### config.mk
export PLATFORM = sky130hd
export DESIGN_NAME = fifo_wr_arb
export DESIGN_NICKNAME = d
export VERILOG_FILES = /design/src/rtl/fifo_wr_arb_pkg.sv /design/src/rtl/rr_pick.sv /design/src/rtl/fifo_wr_arb.sv
export SDC_FILE = /design/constraint.sdc
export NUM_CORES = 1
export LEC_CHECK = 0
export ABC_CLOCK_PERIOD_IN_PS = 2750
export BUFFER_PORTS_ARGS = -buffer_cell sky130_fd_sc_hd__buf_2
export CORE_MARGIN = 2
export CORE_UTILIZATION = 25
export DETAILED_ROUTE_END_ITERATION = 6
export PLACE_DENSITY = 0.62
export SETUP_SLACK_MARGIN = 0.2
export SYNTH_ARGS = -nofsm -noshare
export SYNTH_HDL_FRONTEND = slang
export SYNTH_HIERARCHICAL = 1
export SYNTH_SLANG_ARGS = --single-unit
### constraint.sdc
create_clock -name i_clk -period 2.75 [get_ports i_clk]
set_input_delay 0 -clock i_clk [delete_from_list [all_inputs] [get_ports i_clk]]
set_output_delay 0 -clock i_clk [all_outputs]
set_load 0.005 [all_outputs]
### src/rtl/fifo_wr_arb_pkg.sv
// Shared types and width helpers for the fifo_wr_arb write-port arbiter.
package fifo_wr_arb_pkg;

  typedef enum logic [0:0] {
    ST_IDLE  = 1'b0,
    ST_GRANT = 1'b1
  } state_e;

  // Wide enough to hold MAX_BURST itself, not just MAX_BURST-1.
  function automatic int unsigned cnt_width(int unsigned max_burst);
    return $clog2(max_burst) + 1;
  endfunction

  function automatic int unsigned idx_width(int unsigned num_req);
    return (num_req > 1) ? $clog2(num_req) : 1;
  endfunction

endpackage

### src/rtl/rr_pick.sv
// Rotate-priority encoder: first set request at or after (last+1) mod NUM_REQ, with wrap.
module rr_pick
  import fifo_wr_arb_pkg::*;
#(
  parameter int unsigned NUM_REQ = 4,
  parameter int unsigned IDX_W   = idx_width(NUM_REQ)
) (
  input  logic [NUM_REQ-1:0] i_req,
  input  logic [IDX_W-1:0]   i_last,
  output logic [IDX_W-1:0]   o_winner,
  output logic               o_any
);

  int unsigned       pos;
  logic [IDX_W-1:0]  idx;

  always_comb begin
    o_winner = '0;
    o_any    = 1'b0;
    pos      = 0;
    idx      = '0;
    for (int unsigned i = 1; i <= NUM_REQ; i++) begin
      pos = (32'(i_last) + i) % NUM_REQ;
      idx = IDX_W'(pos);
      if (!o_any && i_req[idx]) begin
        o_any    = 1'b1;
        o_winner = idx;
      end
    end
  end

endmodule

### src/rtl/fifo_wr_arb.sv
// Round-robin arbiter sharing one FIFO write port among NUM_REQ producers.
// Optional stall counter output enabled by FIFO_WR_ARB_STATS_EN.
module fifo_wr_arb
  import fifo_wr_arb_pkg::*;
#(
  parameter int unsigned NUM_REQ    = 4,
  parameter int unsigned DATA_WIDTH = 32,
  parameter int unsigned MAX_BURST  = 4
) (
  input  logic                          i_clk,
  input  logic                          i_rstn,
  input  logic [NUM_REQ-1:0]            i_req_valid,
  input  logic [NUM_REQ*DATA_WIDTH-1:0] i_req_data,
  input  logic [NUM_REQ-1:0]            i_req_last,
  output logic [NUM_REQ-1:0]            o_req_ready,
  output logic [DATA_WIDTH-1:0]         o_fifo_data,
  output logic                          o_fifo_wr,
  input  logic                          i_fifo_full,
`ifdef FIFO_WR_ARB_STATS_EN
  output logic [15:0]                   o_stall_cnt,
`endif
  output logic [NUM_REQ-1:0]            o_grant,
  output logic                          o_busy
);

  localparam int unsigned CNT_W = cnt_width(MAX_BURST);
  localparam int unsigned IDX_W = idx_width(NUM_REQ);

  state_e             state_q;
  logic [NUM_REQ-1:0] grant_q;
  logic [IDX_W-1:0]   last_grant_q;
  logic [CNT_W-1:0]   beat_cnt_q;

  logic [IDX_W-1:0]   winner;
  logic               any_valid;
  logic               in_grant;
  logic               xfer;
  logic               release_burst;
  int unsigned        gidx;

  rr_pick #(
    .NUM_REQ (NUM_REQ),
    .IDX_W   (IDX_W)
  ) u_rr_pick (
    .i_req    (i_req_valid),
    .i_last   (last_grant_q),
    .o_winner (winner),
    .o_any    (any_valid)
  );

  // last_grant_q doubles as the index of the current grant while in ST_GRANT.
  always_comb begin
    gidx          = 32'(last_grant_q);
    in_grant      = (state_q == ST_GRANT);
    o_req_ready   = '0;
    if (in_grant && !i_fifo_full) o_req_ready = grant_q;
    xfer          = in_grant && i_req_valid[last_grant_q] && !i_fifo_full;
    o_fifo_wr     = xfer;
    o_fifo_data   = xfer ? i_req_data[gidx*DATA_WIDTH +: DATA_WIDTH] : '0;
    release_burst = xfer && (i_req_last[last_grant_q] ||
                             ((beat_cnt_q + 1'b1) == CNT_W'(MAX_BURST)));
    o_grant       = grant_q;
    o_busy        = in_grant;
  end

  always_ff @(posedge i_clk or negedge i_rstn) begin
    if (!i_rstn) begin
      state_q      <= ST_IDLE;
      grant_q      <= '0;
      last_grant_q <= IDX_W'(NUM_REQ - 1);
      beat_cnt_q   <= '0;
    end else begin
      unique case (state_q)
        ST_IDLE: begin
          if (any_valid) begin
            state_q      <= ST_GRANT;
            grant_q      <= NUM_REQ'(1) << winner;
            last_grant_q <= winner;
            beat_cnt_q   <= '0;
          end
        end
        ST_GRANT: begin
          if (release_burst) begin
            state_q    <= ST_IDLE;
            grant_q    <= '0;
            beat_cnt_q <= '0;
          end else if (xfer) begin
            beat_cnt_q <= beat_cnt_q + 1'b1;
          end
        end
        default: begin
          state_q <= ST_IDLE;
          grant_q <= '0;
        end
      endcase
    end
  end

`ifdef FIFO_WR_ARB_STATS_EN
  logic [15:0] stall_cnt_q;

  always_ff @(posedge i_clk or negedge i_rstn) begin
    if (!i_rstn) begin
      stall_cnt_q <= '0;
    end else if (in_grant && i_req_valid[last_grant_q] && i_fifo_full &&
                 (stall_cnt_q != 16'hFFFF)) begin
      stall_cnt_q <= stall_cnt_q + 16'd1;
    end
  end

  assign o_stall_cnt = stall_cnt_q;
`endif

endmodule

==> results.cfg, run 1 <==
[yosys]
synth_flop_cell = dfrtp_1
synthCells = 143
muxShareOfSynthArea_pct = 50.56
synth_edf_count = 0
syn_area_per_cell_um2 = 11.65
synth_xor_xnor_area_share_pct = 0.5259
synth.cell_area_um2 = 1665
syn-num-nets = 284
synth.ff_latch_count = 10
synth_cell_type_count = 33
synth_top_family_by_area = multiplexers
synthAdderAreaFrac_pct = 1.503
synth-compound-area-share_pct = 6.011
synthSimpleGateAreaFrac_pct = 21.41
seq_area_frac_synth_pct = 15.18
yosys_warnings = 6
async_flop_share_pct = 100.0

[clock_tree]
cts_sinks = 10
ctsResizeCount = 0
tritoncts.num_buffers = 3
clock-root-buffer = clkbuf_8
clk-insertion-delay-late_ns = 0.23
cts_max_path_buffers = 2
htreeDepth = 1
cts_hold_buf = 1
cts.clk_slew.worst_paths_ns = 0.05
cts_setup_buffers = 0
cts_tree = built

[sta]
timing.final.crit_share_pct = 77.83
min_period_ns = 2.140
finalWorstSetupSlack_ns = 0.6097
relSlewSlack_pct = 70.17
whs_ns = 0.1528
final-setup-viol-count = 0
max_freq_mhz = 467.2
clock_skew_ns = 0.0003336
rsz0062_at_grt = false
finalMaxSlewViolations = 0
finalHoldViolations = 0
worst_pin_slew_ns = 0.4458
fin_setup_tns_ns = 0

[worst_setup_path]
rr_endpoint = o_grant[1]
required_ns = 2.75
rr_worst_depth = 4
r2r-start = o_busy
slowest_stage = dfstp_2
slowest_delay_ns = 0.57
critPathLaunchType = flip-flop
crit_family = flip-flops
crit_type = reg -> out
path_max_fanout = 23
timing.critical_path.buf_inv = 2
arrival_ns = 2.14
r2r_slack_ns = 0.69
path_cells = mux2_2 -> a2bb2oi_4 -> buf_4 -> nor2b_1 -> buf_2
end_kind = output port

[flow_run]
cap_viol_max_count = 0

[grt]
track_usage_pct = 16.55
grt_pass1_vias = 1955
overflow = 0
grt_pass1_wl_um = 9729
grt_max_degree = 25
antenna_found_initial = 0

[detailed_routing]
drc = 0
routed_wl_um = 6486
drt_first_pass_iters = 4
num_vias = 1957
drtAntennaViolNets = 0
routed_via_density = 4.929
wire_per_inst_um = 16.34
drt_iter0_drc = 55

[final_layout]
fin_area_um2 = 2718
drive_gt1_share_pct = 73.44
utilization_pct = 42.55
fillers = 634
n_antenna_cell = 0
area_delta_synth_final_pct = 63.19
nets = 462

[floorplanning]
die_width_um = 85.62
dieArea_um2 = 7330
core_um2 = 6386
placementRows = 29
ios = 181
initial_utilization_pct = 26.08
die_h_um = 85.62

[placement]
place_ws_ns = 0.7104
hpwl_um = 5456
dpl-instance-area_um2 = 2653
portBuffers = 180
gp_congestion = 0.8511

[power]
p_leak_nw = 1.403
power_density_nw_per_um2 = 753.8
peakVddDrop_uv = 432.8

[worst_hold_path]
hold_class = in -> async

[run_status]
status = completed
## cell usage after synthesis, drive strengths merged, types with 2 or more instances
library cell  number  area (µm²)
mux4              33       743.2
clkbuf             4       15.01
ha                 2       25.02
dfstp              2       52.55
and2               4       25.02
nor2b             33       206.5
nand2b             5       31.28
nand2              3       11.26
inv                4       15.01
buf                9       50.04
a21oi              4       27.53
dfrtp              8       200.2
o21ai              4       20.01
mux2i              2       20.02
mux2               7       78.83
nor2               2       7.510
o211ai             3       22.52
nor3b              3       22.52
## routing by layer
metal	up-vias	part of all wire, %	GRT usage, %
li1	907	-	-
met1	958	38	19.69
met2	86	54	31.25
met3	6	6.9	2.695
met4	0	0.82	3.319
met5	-	0	0
## registers in the layout (all words and copies together), names as in the netlist
name / count
o_busy: 1
beat_cnt_q: 3
last_grant_q: 2
o_grant: 4
## metrics by stage
step                power [mW]  instances
finish                   2.049        397
global route             2.210        397
CTS                      2.078        397
detailed placement       1.879        392
global placement         1.862        392
floorplan                1.409        143
## how the worst max path moves through the flow
stage	from	endpoint	slack [ns]	cells after the start
floorplan	last_grant_q[0]	beat_cnt_q[2]	0.81	5
global placement	last_grant_q[1]	o_grant[0]	0.77	4
detailed placement	o_busy	o_grant[0]	0.71	4
CTS	last_grant_q[1]	o_fifo_data[1]	0.60	5
global route	last_grant_q[1]	o_fifo_data[31]	0.51	5
finish	last_grant_q[1]	o_fifo_data[13]	0.61	5
## cells in the final DEF, fill, tap and decap left out, drive strengths merged, types with 4 or more instances in the layout
cell type and n:
mux4 33, o21ai 4, nor2b 33, inv 4, clkbuf 4, buf 185
nand2b 5, and2 4, mux2 7, a21oi 4, dfrtp 8
## where the power goes
group / internal (mW) / leakage [nW] / switching, mW
Combinational: 0.909 / 1.25 / 0.658
Clock: 0.126 / 0.0288 / 0.0596
Sequential: 0.219 / 0.127 / 0.0763
## area by class of cell
class / count / area (µm²) / area share, %
clock buffer: 4 / 55.05 / 2.026
inverter: 4 / 15.01 / 0.5525
multi-input combinational: 116 / 1350 / 49.68
sequential: 10 / 252.7 / 9.300
tap: 77 / 96.34 / 3.545
timing repair buffer: 186 / 948.4 / 34.90
## cell families after synthesis
family          Yosys count
buf+inv                  17
simple gates             57
compound gates           14
mux                      42
flops                    10
fa+ha+maj                 2
xor+xnor                  1
## worst register-to-register path: cells and delay by family, from the launching register on
family          cells  cell delay (ns)
compound gates      2             0.60
flops               1             0.58
simple gates        1             0.39
mux                 1             0.38
(Power assumes the default switching activity.)
==> run 2, diff against run 1 <==
- ABC_CLOCK_PERIOD_IN_PS: 2750 -> 2020
- clock period: 2.75 -> 2.02 ns (I/O delays scaled with it)
==> run 2 against run 1 <==
Net effect:
- final cell count rose by 3.8%
- first-iteration DRC count fell by 11%
- combinational power rose by 87%
- final area grew 14%
- critical path depth is 3 higher
- die area stayed put
- wire length rose by 11%
- sequential power rose by 30%
- critical path type unchanged
- largest power group unchanged
==> results.cfg, run 2 (same netlist as run 1, synthesis figures left out) <==
[run_status]
status = completed

[detailed_routing]
routed_via_density = 4.959
drt_first_pass_iters = 4
routed_wl_um = 7197
drc = 0
top_layer_used = met4
wl_met3_um = 503
wire_per_inst_um = 17.47
num_vias = 2043
met2WireLength_um = 3951
drt_iter0_drc = 49
wirelength_met1_um = 2724
drtAntennaViolNets = 0

[floorplanning]
initial_utilization_pct = 26.08
core_um2 = 6386
dieArea_um2 = 7330
die_h_um = 85.62
placementRows = 29
die_width_um = 85.62
ios = 181

[power]
power_density_nw_per_um2 = 1157
peakVddDrop_uv = 620.9
total_power_mw = 3.571
p_leak_nw = 1.584

[sta]
relSlewSlack_pct = 72.09
clock_skew_ns = 0.004174
rsz0062_at_grt = true
finalHoldViolations = 0
max_freq_mhz = 527.0
whs_ns = 0.1666
finalMaxSlewViolations = 0
fin_setup_tns_ns = 0
min_period_ns = 1.897
timing.final.crit_share_pct = 93.93
final-setup-viol-count = 0
worst_pin_slew_ns = 0.4186

[grt]
overflow = 0
grt_max_degree = 34
grt_pass1_wl_um = 10260
track_usage_pct = 17.83
antenna_found_initial = 0
grt_pass1_vias = 2101

[clock_tree]
cts_tree = built
htreeDepth = 1
cts.clk_slew.worst_paths_ns = 0.05
clock-root-buffer = clkbuf_8
tritoncts.num_buffers = 3
clk-insertion-delay-late_ns = 0.23
cts_max_path_buffers = 2
cts_sinks = 10

[final_layout]
multi_input_area_um2 = 1438
utilization_pct = 48.32
fillers = 617
most-common-layout-cells = buf_2, mux4_2, nor2b_1
area_delta_synth_final_pct = 85.27
instances_no_fill = 412
final_common_cell = buf_2
n_antenna_cell = 0
largest_reg_flops = 4
drive_gt1_share_pct = 77.91
nets = 477
seq_area_um2 = 252.7

[worst_setup_path]
arrival_ns = 1.90
required_ns = 2.02
critPathLaunchType = flip-flop
path_max_fanout = 8
crit_type = reg -> out
end_kind = output port

[placement]
gp_congestion = 0.8129
dpl.cell_count = 394
portBuffers = 180
hpwl_um = 5576

[flow_run]
cap_viol_max_count = 0

[worst_hold_path]
hold_class = in -> async
-- run 2: cell count changes in the layout (fill, tap and decap cells not counted), moves of 3 or more --
cell	previous run	this run
nor2b_4	0	8
buf_16	0	4
nor2b_1	33	25
buf_4	5	8
buf_6	0	4
-- run 2: per-layer routing --
| layer | vias to the layer above | GRT usage, % |
|---|---|---|
| li1 | 944 | - |
| met1 | 1010 | 20.02 |
| met2 | 87 | 35.01 |
| met3 | 2 | 2.887 |
| met4 | 0 | 3.752 |
| met5 | - | 0 |
-- run 2: repair_timing --
item / 4_1_cts / 5_1_grt
pin swaps: 0 / 1
cloned: 3 / 3
buffers inserted: 6 / 1
gates resized for setup: 10 / 23
hold buffers: 1 / 0
setup endpoints to repair: 38 / 38
endpoints found under the hold margin: 10 / 0
-- run 2: cell type report --
| cell class | count | area share [%] |
|---|---|---|
| tap | 77 | 3.122 |
| inverter | 4 | 0.5677 |
| sequential | 10 | 8.191 |
| multi-input combinational | 116 | 46.59 |
| timing repair buffer | 201 | 39.74 |
| clock buffer | 4 | 1.784 |
-- run 2: worst max-delay path, stage by stage (launching register included) --
cell       delay [ns]
dfstp_2          0.56
buf_6            0.15
buf_6            0.10
nand3b_1         0.10
a2bb2oi_4        0.17
buf_8            0.16
clkbuf_16        0.17
nor2b_1          0.11
buf_2            0.13
-- run 2: worst paths after layout --
check	slack, ns	depth (start not counted)	from	endpoint
hold reg to reg	0.53	1	o_grant[2]	o_grant[2]
max in group asynchronous	1.60	2	i_rstn	last_grant_q[0]
min in group i_clk	0.32	5	i_req_valid[2]	o_busy
hold / removal	0.17	2	i_rstn	o_grant[0]
setup reg to reg	0.15	4	last_grant_q[0]	beat_cnt_q[2]
setup / recovery	0.12	8	last_grant_q[0]	o_fifo_data[23]
-- run 2: power by group --
group	switching [mW]	internal [mW]
Clock	0.0788	0.171
Combinational	1.14	1.80
Sequential	0.0860	0.299
Total	1.30	2.27
-- run 2: per-stage QoR --
stage                     setup slack [ns]  cell area (µm²)
final                               0.1226             3085
after global placement              0.1132             2680
after detailed placement           0.07497             2680
after floorplan                    0.09879             1675
after CTS                           0.1043             2904
after global routing               0.03964             3085
